### src/rtl/agc_fetch_pkg.sv
// Shared types, widths and helpers for the AGC instruction fetcher.
package agc_fetch_pkg;

    localparam int AGC_WORD_W = 15;
    localparam int AGC_ADDR_W = 12;

    localparam logic [AGC_ADDR_W-1:0] DEF_RESET_PC    = 12'h800;
    localparam logic [AGC_WORD_W-1:0] DEF_EXTEND_WORD = 15'h0006;

    typedef enum logic [1:0] {START, REQ, HOLD, HALT} fetch_state_e;

    // Memory words carry odd parity over all 16 bits.
    function automatic logic odd_parity_ok(logic [15:0] w);
        return ^w;
    endfunction

endpackage

### src/rtl/agc_instr_fetcher_if.sv
// Memory, instruction and redirect handshakes of the instruction fetcher.
interface agc_instr_fetcher_if;
    import agc_fetch_pkg::*;

    logic                  mem_req;
    logic [AGC_ADDR_W-1:0] mem_addr;
    logic                  mem_ready;
    logic [15:0]           mem_rdata;
    logic                  instr_valid;
    logic                  instr_ready;
    logic [AGC_WORD_W-1:0] instr;
    logic                  instr_ext;
    logic [AGC_ADDR_W-1:0] instr_addr;
    logic                  pc_load;
    logic [AGC_ADDR_W-1:0] pc_load_addr;
    logic                  parity_err;

    modport master (
        output mem_req, mem_addr, instr_valid, instr, instr_ext, instr_addr, parity_err,
        input  mem_ready, mem_rdata, instr_ready, pc_load, pc_load_addr
    );

    modport slave (
        input  mem_req, mem_addr, instr_valid, instr, instr_ext, instr_addr, parity_err,
        output mem_ready, mem_rdata, instr_ready, pc_load, pc_load_addr
    );

endinterface

### src/rtl/agc_instr_fetcher.sv
// Sequential AGC instruction fetcher: parity check, EXTEND folding, redirect,
// and a one-entry valid/ready output buffer.
module agc_instr_fetcher
    import agc_fetch_pkg::*;
#(
    parameter logic [AGC_ADDR_W-1:0] RESET_PC    = DEF_RESET_PC,
    parameter logic [AGC_WORD_W-1:0] EXTEND_WORD = DEF_EXTEND_WORD
) (
    input  logic                clk,
    input  logic                rst_n,
    agc_instr_fetcher_if.master bus
);

    fetch_state_e          state, state_nxt;
    logic [AGC_ADDR_W-1:0] pc, pc_nxt;
    logic                  ext_flag, ext_nxt;
    logic                  redir_pend, pend_nxt;
    logic [AGC_ADDR_W-1:0] redir_addr, raddr_nxt;
    logic                  perr, perr_nxt;
    logic                  latch;
    logic [AGC_WORD_W-1:0] out_instr;
    logic                  out_ext;
    logic [AGC_ADDR_W-1:0] out_addr;

    always_ff @(posedge clk or negedge rst_n) begin
        if (!rst_n) begin
            state      <= START;
            pc         <= RESET_PC;
            ext_flag   <= 1'b0;
            redir_pend <= 1'b0;
            redir_addr <= '0;
            perr       <= 1'b0;
            out_instr  <= '0;
            out_ext    <= 1'b0;
            out_addr   <= '0;
        end else begin
            state      <= state_nxt;
            pc         <= pc_nxt;
            ext_flag   <= ext_nxt;
            redir_pend <= pend_nxt;
            redir_addr <= raddr_nxt;
            perr       <= perr_nxt;
            if (latch) begin
                out_instr <= bus.mem_rdata[AGC_WORD_W-1:0];
                out_ext   <= ext_flag;
                out_addr  <= pc;
            end
        end
    end

    always_comb begin
        state_nxt = state;
        pc_nxt    = pc;
        ext_nxt   = ext_flag;
        pend_nxt  = redir_pend;
        raddr_nxt = redir_addr;
        perr_nxt  = perr;
        latch     = 1'b0;
        case (state)
            START: begin
                state_nxt = REQ;
                pc_nxt    = RESET_PC;
            end
            REQ: begin
                if (bus.mem_ready) begin
                    if (redir_pend || bus.pc_load) begin
                        // Word fetched from the stale address is dropped unchecked.
                        pc_nxt   = bus.pc_load ? bus.pc_load_addr : redir_addr;
                        pend_nxt = 1'b0;
                        ext_nxt  = 1'b0;
                    end else if (!odd_parity_ok(bus.mem_rdata)) begin
                        perr_nxt  = 1'b1;
                        state_nxt = HALT;
                    end else if (bus.mem_rdata[AGC_WORD_W-1:0] == EXTEND_WORD) begin
                        ext_nxt = 1'b1;
                        pc_nxt  = pc + 12'd1;
                    end else begin
                        latch     = 1'b1;
                        ext_nxt   = 1'b0;
                        pc_nxt    = pc + 12'd1;
                        state_nxt = HOLD;
                    end
                end else if (bus.pc_load) begin
                    // Address must stay stable until the memory answers.
                    pend_nxt  = 1'b1;
                    raddr_nxt = bus.pc_load_addr;
                    ext_nxt   = 1'b0;
                end
            end
            HOLD: begin
                if (bus.pc_load) begin
                    pc_nxt    = bus.pc_load_addr;
                    ext_nxt   = 1'b0;
                    state_nxt = REQ;
                end else if (bus.instr_ready) begin
                    state_nxt = REQ;
                end
            end
            HALT: ;
            default: state_nxt = START;
        endcase
    end

    assign bus.mem_req     = (state == REQ);
    assign bus.mem_addr    = pc;
    assign bus.instr_valid = (state == HOLD);
    assign bus.instr       = out_instr;
    assign bus.instr_ext   = out_ext;
    assign bus.instr_addr  = out_addr;
    assign bus.parity_err  = perr;

endmodule

### src/flat_wrapper.sv
// flat-port wrapper written by rule: the top's interface ports become plain ports
module agc_instr_fetcher_flat import agc_fetch_pkg::*;
#(
    parameter logic [AGC_ADDR_W-1:0] RESET_PC    = DEF_RESET_PC,
    parameter logic [AGC_WORD_W-1:0] EXTEND_WORD = DEF_EXTEND_WORD
)
  (clk, rst_n, bus_mem_req, bus_mem_addr, bus_instr_valid, bus_instr, bus_instr_ext, bus_instr_addr, bus_parity_err, bus_mem_ready, bus_mem_rdata, bus_instr_ready, bus_pc_load, bus_pc_load_addr);
  agc_instr_fetcher_if bus_i ();
  input  logic clk;
  input  logic rst_n;
  output wire logic [$bits(bus_i.mem_req)-1:0] bus_mem_req;
  output wire logic [$bits(bus_i.mem_addr)-1:0] bus_mem_addr;
  output wire logic [$bits(bus_i.instr_valid)-1:0] bus_instr_valid;
  output wire logic [$bits(bus_i.instr)-1:0] bus_instr;
  output wire logic [$bits(bus_i.instr_ext)-1:0] bus_instr_ext;
  output wire logic [$bits(bus_i.instr_addr)-1:0] bus_instr_addr;
  output wire logic [$bits(bus_i.parity_err)-1:0] bus_parity_err;
  input wire logic [$bits(bus_i.mem_ready)-1:0] bus_mem_ready;
  input wire logic [$bits(bus_i.mem_rdata)-1:0] bus_mem_rdata;
  input wire logic [$bits(bus_i.instr_ready)-1:0] bus_instr_ready;
  input wire logic [$bits(bus_i.pc_load)-1:0] bus_pc_load;
  input wire logic [$bits(bus_i.pc_load_addr)-1:0] bus_pc_load_addr;
  assign bus_mem_req = bus_i.mem_req;
  assign bus_mem_addr = bus_i.mem_addr;
  assign bus_instr_valid = bus_i.instr_valid;
  assign bus_instr = bus_i.instr;
  assign bus_instr_ext = bus_i.instr_ext;
  assign bus_instr_addr = bus_i.instr_addr;
  assign bus_parity_err = bus_i.parity_err;
  assign bus_i.mem_ready = bus_mem_ready;
  assign bus_i.mem_rdata = bus_mem_rdata;
  assign bus_i.instr_ready = bus_instr_ready;
  assign bus_i.pc_load = bus_pc_load;
  assign bus_i.pc_load_addr = bus_pc_load_addr;
  agc_instr_fetcher #(.RESET_PC(RESET_PC), .EXTEND_WORD(EXTEND_WORD)) u_core (.clk(clk), .rst_n(rst_n), .bus(bus_i));
endmodule
### config.mk
export PLATFORM = sky130hd
export DESIGN_NAME = agc_instr_fetcher_flat
export DESIGN_NICKNAME = d
export VERILOG_FILES = /design/src/rtl/agc_fetch_pkg.sv /design/src/rtl/agc_instr_fetcher_if.sv /design/src/rtl/agc_instr_fetcher.sv /design/src/flat_wrapper.sv
export SDC_FILE = /design/constraint.sdc
export NUM_CORES = 1
export LEC_CHECK = 0
export ABC_AREA = 1
export ABC_CLOCK_PERIOD_IN_PS = 1600
export CAP_MARGIN = 5
export CORE_MARGIN = 3
export CORE_UTILIZATION = 29
export CTS_CLUSTER_SIZE = 20
export DETAILED_ROUTE_END_ITERATION = 7
export SYNTH_ARGS = -nofsm -noshare
export SYNTH_HDL_FRONTEND = slang
export SYNTH_SLANG_ARGS = --single-unit
### constraint.sdc
create_clock -name clk -period 1.6 [get_ports clk]
set_input_delay 0.32 -clock clk [delete_from_list [all_inputs] [get_ports clk]]
set_output_delay 0.32 -clock clk [all_outputs]
set_load 0.02 [all_outputs]
==> Word level (Yosys, flattened, before mapping) <==
Cells that the tools add are included.
{ "classes": {"div_mod_pow": 0, "n_reduce_logical": 12, "shifts": 0, "mul": 0, "n_eq_ne": 11, "magnitude_cmp": 0, "mux": 27, "n_addsub": 1, "n_bitwise": 3} }
{ "ops": {"columns": ["operator", "n"], "rows": [
  ["2-to-1 mux 12 bit", 5],
  ["one-hot mux 12 bit (3 select lines)", 1],
  ["XOR reduction 16 bit", 1],
  ["== test 15 x 3 -> 1 bit, second input constant", 1],
  ["2-to-1 mux 1 bit", 13],
  ["adder 12 x 1 -> 12 bit, second input constant", 1],
  ["2-to-1 mux 2 bit", 6],
  ["AND reduction 4 bit", 2],
  ["!= test 2 x 1 -> 1 bit, second input constant", 3],
  ["!= test 3 x 1 -> 1 bit, second input constant", 2],
  ["one-hot mux 2 bit (3 select lines)", 1],
  ["AND reduction 5 bit", 1],
  ["!= test 4 x 2 -> 1 bit, second input constant", 1],
  ["AND reduction 2 bit", 2],
  ["nonzero test 2 bit", 2],
  ["!= test 3 bit, second input constant", 1],
  ["NOT 1 bit", 3],
  ["AND reduction 3 bit", 1],
  ["nonzero test 3 bit", 1],
  ["== test 2 x 1 -> 1 bit, second input constant", 1],
  ["== test 2 bit, second input constant", 1],
  ["zero test 2 bit", 1],
  ["!= test 2 bit, second input constant", 1],
  ["one-hot mux 1 bit (2 select lines)", 1],
  ["logical OR 1 bit", 1]
]} }
{ "word_totals": {"latchBits": 0, "rom_bits": 0, "wordCells": 63, "mem_count": 0, "input_bits": 33, "mem_bits_rw": 0, "ff_bits": 57} }

==> Depth between registers and ports, before layout <==
{ "logic_depth": {"depth_word": 6, "depth_mapped": 14} }

==> Worst setup path after synthesis <==
Ideal clock, no wire load.
{ "synth_path": {"kind": "in2reg", "from": "input port bus_mem_rdata[10]", "to": "register u_core.out_addr[7], in the netlist u_core.bus.instr_addr[7]", "setup_time_ns": 0.119, "required_time_ns": 1.481, "t_arrival_ns": 1.614, "stages": 14, "path_slack_ns": -0.133, "path_buffers": 2, "path_cell_list": "inv_1 > ha_1 > inv_1 > nand2_1 > nand3_1 > nand2_1 > nand2_2 > nand2_2 > nand2_2 > nand4_2 > buf_6 > buf_6 > nand2_2 > o21ai_2"} }
{ "synth_between": {"elab_chain_cells": 6, "elab_cells_between_ends": 7, "classes_between": "1 x eq/ne; 5 x mux; 1 x reduce/logical"} }
{ "synth_rtl": {"columns": ["element", "line", "rtl"], "rows": [
  ["start, declared", "flat_wrapper.sv:19", "input wire logic [$bits(bus_i.mem_rdata)-1:0] bus_mem_rdata;"],
  ["== test 15 x 3 -> 1 bit", "agc_instr_fetcher.sv:74", "end else if (bus.mem_rdata[AGC_WORD_W-1:0] == EXTEND_WORD) begin"],
  ["2-to-1 mux 1 bit", "agc_instr_fetcher.sv:74", null],
  ["2-to-1 mux 1 bit *", "agc_instr_fetcher.sv:71", "end else if (!odd_parity_ok(bus.mem_rdata)) begin"],
  ["2-to-1 mux 1 bit *", "agc_instr_fetcher.sv:66", "if (redir_pend || bus.pc_load) begin"],
  ["2-to-1 mux 1 bit *", "agc_instr_fetcher.sv:65", "if (bus.mem_ready) begin"],
  ["2-to-1 mux 1 bit *", "agc_instr_fetcher.sv:59", "case (state)"],
  ["end signal, assigned", "agc_instr_fetcher.sv:46", "out_addr <= pc;"],
  ["end, declared", "agc_instr_fetcher.sv:23", "logic [AGC_ADDR_W-1:0] out_addr;"]
]} }
Mark *: on every way between the ends. The rest lies on a longest branch, timed or not.
A chain may end at the register's enable or synchronous reset.

==> Final worst setup path <==
{ "layout_path": {"from": "input port bus_mem_rdata[11]", "to": "register u_core.out_instr[8], in the netlist u_core.bus.instr[8]"} }
{ "layout_between": {"elab_chain_cells": 6, "elab_cells_between_ends": 7, "classes_between": "1 x eq/ne; 5 x mux; 1 x reduce/logical"} }
{ "layout_rtl": {"columns": ["element", "line", "rtl"], "rows": [
  ["== test 15 x 3 -> 1 bit", "agc_instr_fetcher.sv:74", null],
  ["2-to-1 mux 1 bit", "agc_instr_fetcher.sv:74", null],
  ["2-to-1 mux 1 bit *", "agc_instr_fetcher.sv:71", null],
  ["2-to-1 mux 1 bit *", "agc_instr_fetcher.sv:66", null],
  ["2-to-1 mux 1 bit *", "agc_instr_fetcher.sv:65", null],
  ["2-to-1 mux 1 bit *", "agc_instr_fetcher.sv:59", null],
  ["end signal, assigned", "agc_instr_fetcher.sv:44", "out_instr <= bus.mem_rdata[AGC_WORD_W-1:0];"],
  ["end, declared", "agc_instr_fetcher.sv:21", "logic [AGC_WORD_W-1:0] out_instr;"]
]} }
Marked as above.

==> flow_summary_export.csv <==
group,metric,value,unit
outcome,outcome,"complete, but fails checks",
outcome,violations,"hold timing, setup timing",
synthesis,synthTopCellsByArea,"dfrtp_1 (43%), nand2_1 (15%), inv_1 (6.9%)",
power_and_ir_drop,p_sw,3.460,mW
detailed_routing,drtIter0Drc,128,
global_route,overflow,0,
detailed_routing,remaining_drc_errors,0,
synthesis,synth.ff_latch_count,57,
power_and_ir_drop,pwr-share-clk,0.215,
synthesis,yosysUniqueCellTypes,33,
power_and_ir_drop,swShare,0.3963,
power_and_ir_drop,ir_drop,0.6173,mV
power_and_ir_drop,p_leak,2.683,nW
synthesis,syn_area,0.003271,sq mm
global_route,grt_max_degree,58,
detailed_routing,routedWlPerCell,13.58,um
timing,post-route-period-util,1.033,
global_route,grtUsageTotal,0.1523,
synthesis,synth_compound_area_frac,0.1733,
cells_and_area,antenna_cells,0,
setup_path,critPathKind,"in2reg",
global_route,grt_first_pass_wirelength,15.56,mm
timing,whs,-0.02503,ns
setup_path,critical_path.cell_chain,"buf_8 -> inv_12 -> ha_4 -> inv_4 -> nand2_2 -> nand3_4 -> nand3_4 -> nand2_4 -> nand2_4 -> nand4_4 -> buf_12 -> buf_8 -> buf_16 -> nand2_2 -> o21ai_1",
setup_path,worstPathRequired,1.81,ns
detailed_routing,route.antenna.remaining_nets,0,
synthesis,synthSimpleGateAreaFrac,0.2307,
setup_path,critPathArrivalTime,1.86,ns
setup_path,end_kind,"register",
worst_hold_path,min_path_type,"in2async",
cells_and_area,finalNonFillerCells,704,
power_and_ir_drop,power_frac_seq,0.273,
synthesis,synth_top_area_frac,0.4285,
floorplan,die-area,0.01259,sq mm
cells_and_area,drive_gt1_frac,0.3688,
setup_path,max_stage_delay,0.29,ns
place,dp_cells,665,
timing,skew,0.005104,ns
cts,insertion_delay,0.32,ns
synthesis,synth_xor_area_frac,0.007651,
setup_path,crit_path_max_fanout,7,
synthesis,synth.mux.area_fraction,0.003060,
timing,slew_headroom,0.7794,
timing,setup_violations,35,
floorplan,die_h,112.2,um
cts,cts_sinks,57,
synthesis,syn_avg_cell_area,7.769,sq um
synthesis,syn_nets,465,
cts,htree_levels,3,
floorplan,start_util,0.2991,
job,cap_violations,0,
place,io_buffers,75,
cts,path_clk_slew,0.05,ns
cts,cts_made_buffers,9,
place,dp_hpwl,6.514,mm
timing,final_max_slew_viol_count,0,
power_and_ir_drop,p_int,5.271,mW
setup_path,start_kind,"input pin",
cells_and_area,layout_commonest_cell,"nand2_1",
synthesis,syn_inst,421,
synthesis,synth_warnings,0,
detailed_routing,vias_per_cell,4.500,
detailed_routing,wl,9.559,mm
detailed_routing,first_pass_iters,4,
timing,max_freq,605.3,MHz
synthesis,synth_top_family_by_area,"simple AND/OR/NAND/NOR gates",
floorplan,io_pins,76,
synthesis,yosysTopAreaCell,"dfrtp_1",
timing,hold_viol_final,10,
cts,cts_tree,"done",
timing,worst_pin_slew,0.3274,ns
floorplan,core,0.01094,sq mm
floorplan,die_x,112.2,um
cts,clk_path_buf_depth,2,
synthesis,synthAdderAreaFrac,0.04208,
detailed_routing,vias,3168,
global_route,antenna_found_initial,0,
cells_and_area,final_nets,603,
place,place.gp.congestion,0.8444,
cts,cts_root_buf,"clkbuf_16",
timing,grt_setup_unrepaired,"true",
global_route,grt_pass1_vias,3167,
setup_path,cpMaxStageDelayCell,"ha_4",
power_and_ir_drop,p_per_area,1598,mW/mm^2
cells_and_area,most-common-layout-cells,"nand2_1 (109), dfrtp_1 (56), buf_4 (45), dlygate4sd2_1 (44), inv_1 (41)",
power_and_ir_drop,power_frac_comb,0.512,
cells_and_area,fillers,1020,
cells_and_area,syn_to_final_growth,67.10,%
timing,setup_ws,-0.05214,ns
synthesis,ys_seq_area_frac,0.4365,
floorplan,rows,38,
timing,layout_min_cycle_time,1.652,ns
[power by group through the flow]
stage	Clock, mW	Combinational (mW)	Sequential [mW]
4_1_cts	1.93	4.15	2.36
5_1_grt	2.00	4.91	2.44
6_report	1.88	4.47	2.38
2_1_floorplan	0	1.85	2.77
3_5_place_dp	0	4.06	2.36
3_3_place_gp	0	4.00	2.34
[worst paths after layout]
check                                           start                      end  slack (ns)  cells past startpoint
worst max-delay path                bus_mem_rdata[11]      u_core.bus.instr[8]       -0.05                     15
worst min register to register  u_core.bus.parity_err    u_core.bus.parity_err        0.48                      2
min in group clk                     bus_mem_rdata[8]      u_core.bus.instr[8]        0.25                      3
worst min-delay path                            rst_n      u_core.bus.instr[5]       -0.03                      2
max in group asynchronous                       rst_n  u_core.bus.mem_addr[11]        1.29                      2
worst max register to register        u_core.state[0]   u_core.bus.mem_addr[8]        0.03                      8
[kinds of logic after synthesis]
logic type,count (synthesis)
mux,1
simple gates,179
buf+inv,80
flops,57
compound gates,91
fa+ha+maj,11
xor+xnor,2
[state kept, by name, indices dropped and copies added, names as in the netlist, 2 cells and up]
name                   count
u_core.bus.mem_addr       12
u_core.state               2
u_core.bus.instr_addr     12
u_core.bus.instr          15
u_core.redir_addr         12
[metrics by stage]
stage	util	setup WS [ns]	power, mW	setup TNS [ns]	cell area, sq um
2_1_floorplan	-	-0.01890	4.620	-0.3199	3413
3_3_place_gp	0.4233	-0.7369	6.336	-30.85	4629
3_5_place_dp	0.4233	-0.8083	6.416	-33.13	4629
4_1_cts	0.4822	-0.01904	8.437	-0.1074	5273
5_1_grt	0.4998	-0.1051	9.354	-3.214	5465
6_report	0.4998	-0.05214	8.731	-1.034	5465
[cell type report]
class	instances	area, sq um	share of cell area
Tap cell	140	175.2	0.03205
Multi-Input combinational cell	284	1852	0.3388
Clock buffer	13	250.2	0.04579
Timing Repair Buffer	143	1445	0.2644
Inverter	64	275.3	0.05037
Clock inverter	3	40.04	0.007326
Sequential cell	57	1428	0.2612
[Yosys cell counts]
master      n
inv_1      60
o21ai_0    35
inv_2       4
a221oi_1    1
nor2_2      1
nand3_1    11
a22oi_1     6
a31oi_1     4
o31ai_1     1
buf_4       2
nand2_1   134
a21boi_1    1
nor3_1      1
buf_2       3
buf_6       5
xnor2_2     1
clkbuf_1    6
nand2_2    14
o21ai_2    20
a21oi_1     6
o211ai_1    3
nand3b_1    1
or2_2       1
nor2_1     12
o21ai_1    14
mux2i_1     1
nand3_2     2
dfstp_2     1
nand4_2     1
dfrtp_1    56
nand4_1     1
xor2_1      1
ha_1       11
[layer usage]
metal | track usage | wire length [um] | up-vias
li1 | - | - | 1627
met1 | 0.2028 | 4335 | 1453
met5 | 0 | 0 | -
met3 | 0.03181 | 435 | 9
met2 | 0.2483 | 4682 | 79
met4 | 0.04888 | 106 | 0
[timing repair]
item	CTS	global route
resized for setup	173	35
endpoints found under the setup margin	86	53
buffers inserted	15	1
cloned	6	1
pin swaps	22	19
hold buffers	0	0
[worst max-delay path, delay by kind of cell]
family                     cells  cell delay, ns
AOI/OAI and AO/OA              1            0.05
adders and majority gates      1            0.29
buffers and inverters          6            0.59
and+or+nand+nor                7            0.60
Power figures use the tool's default switching activity.
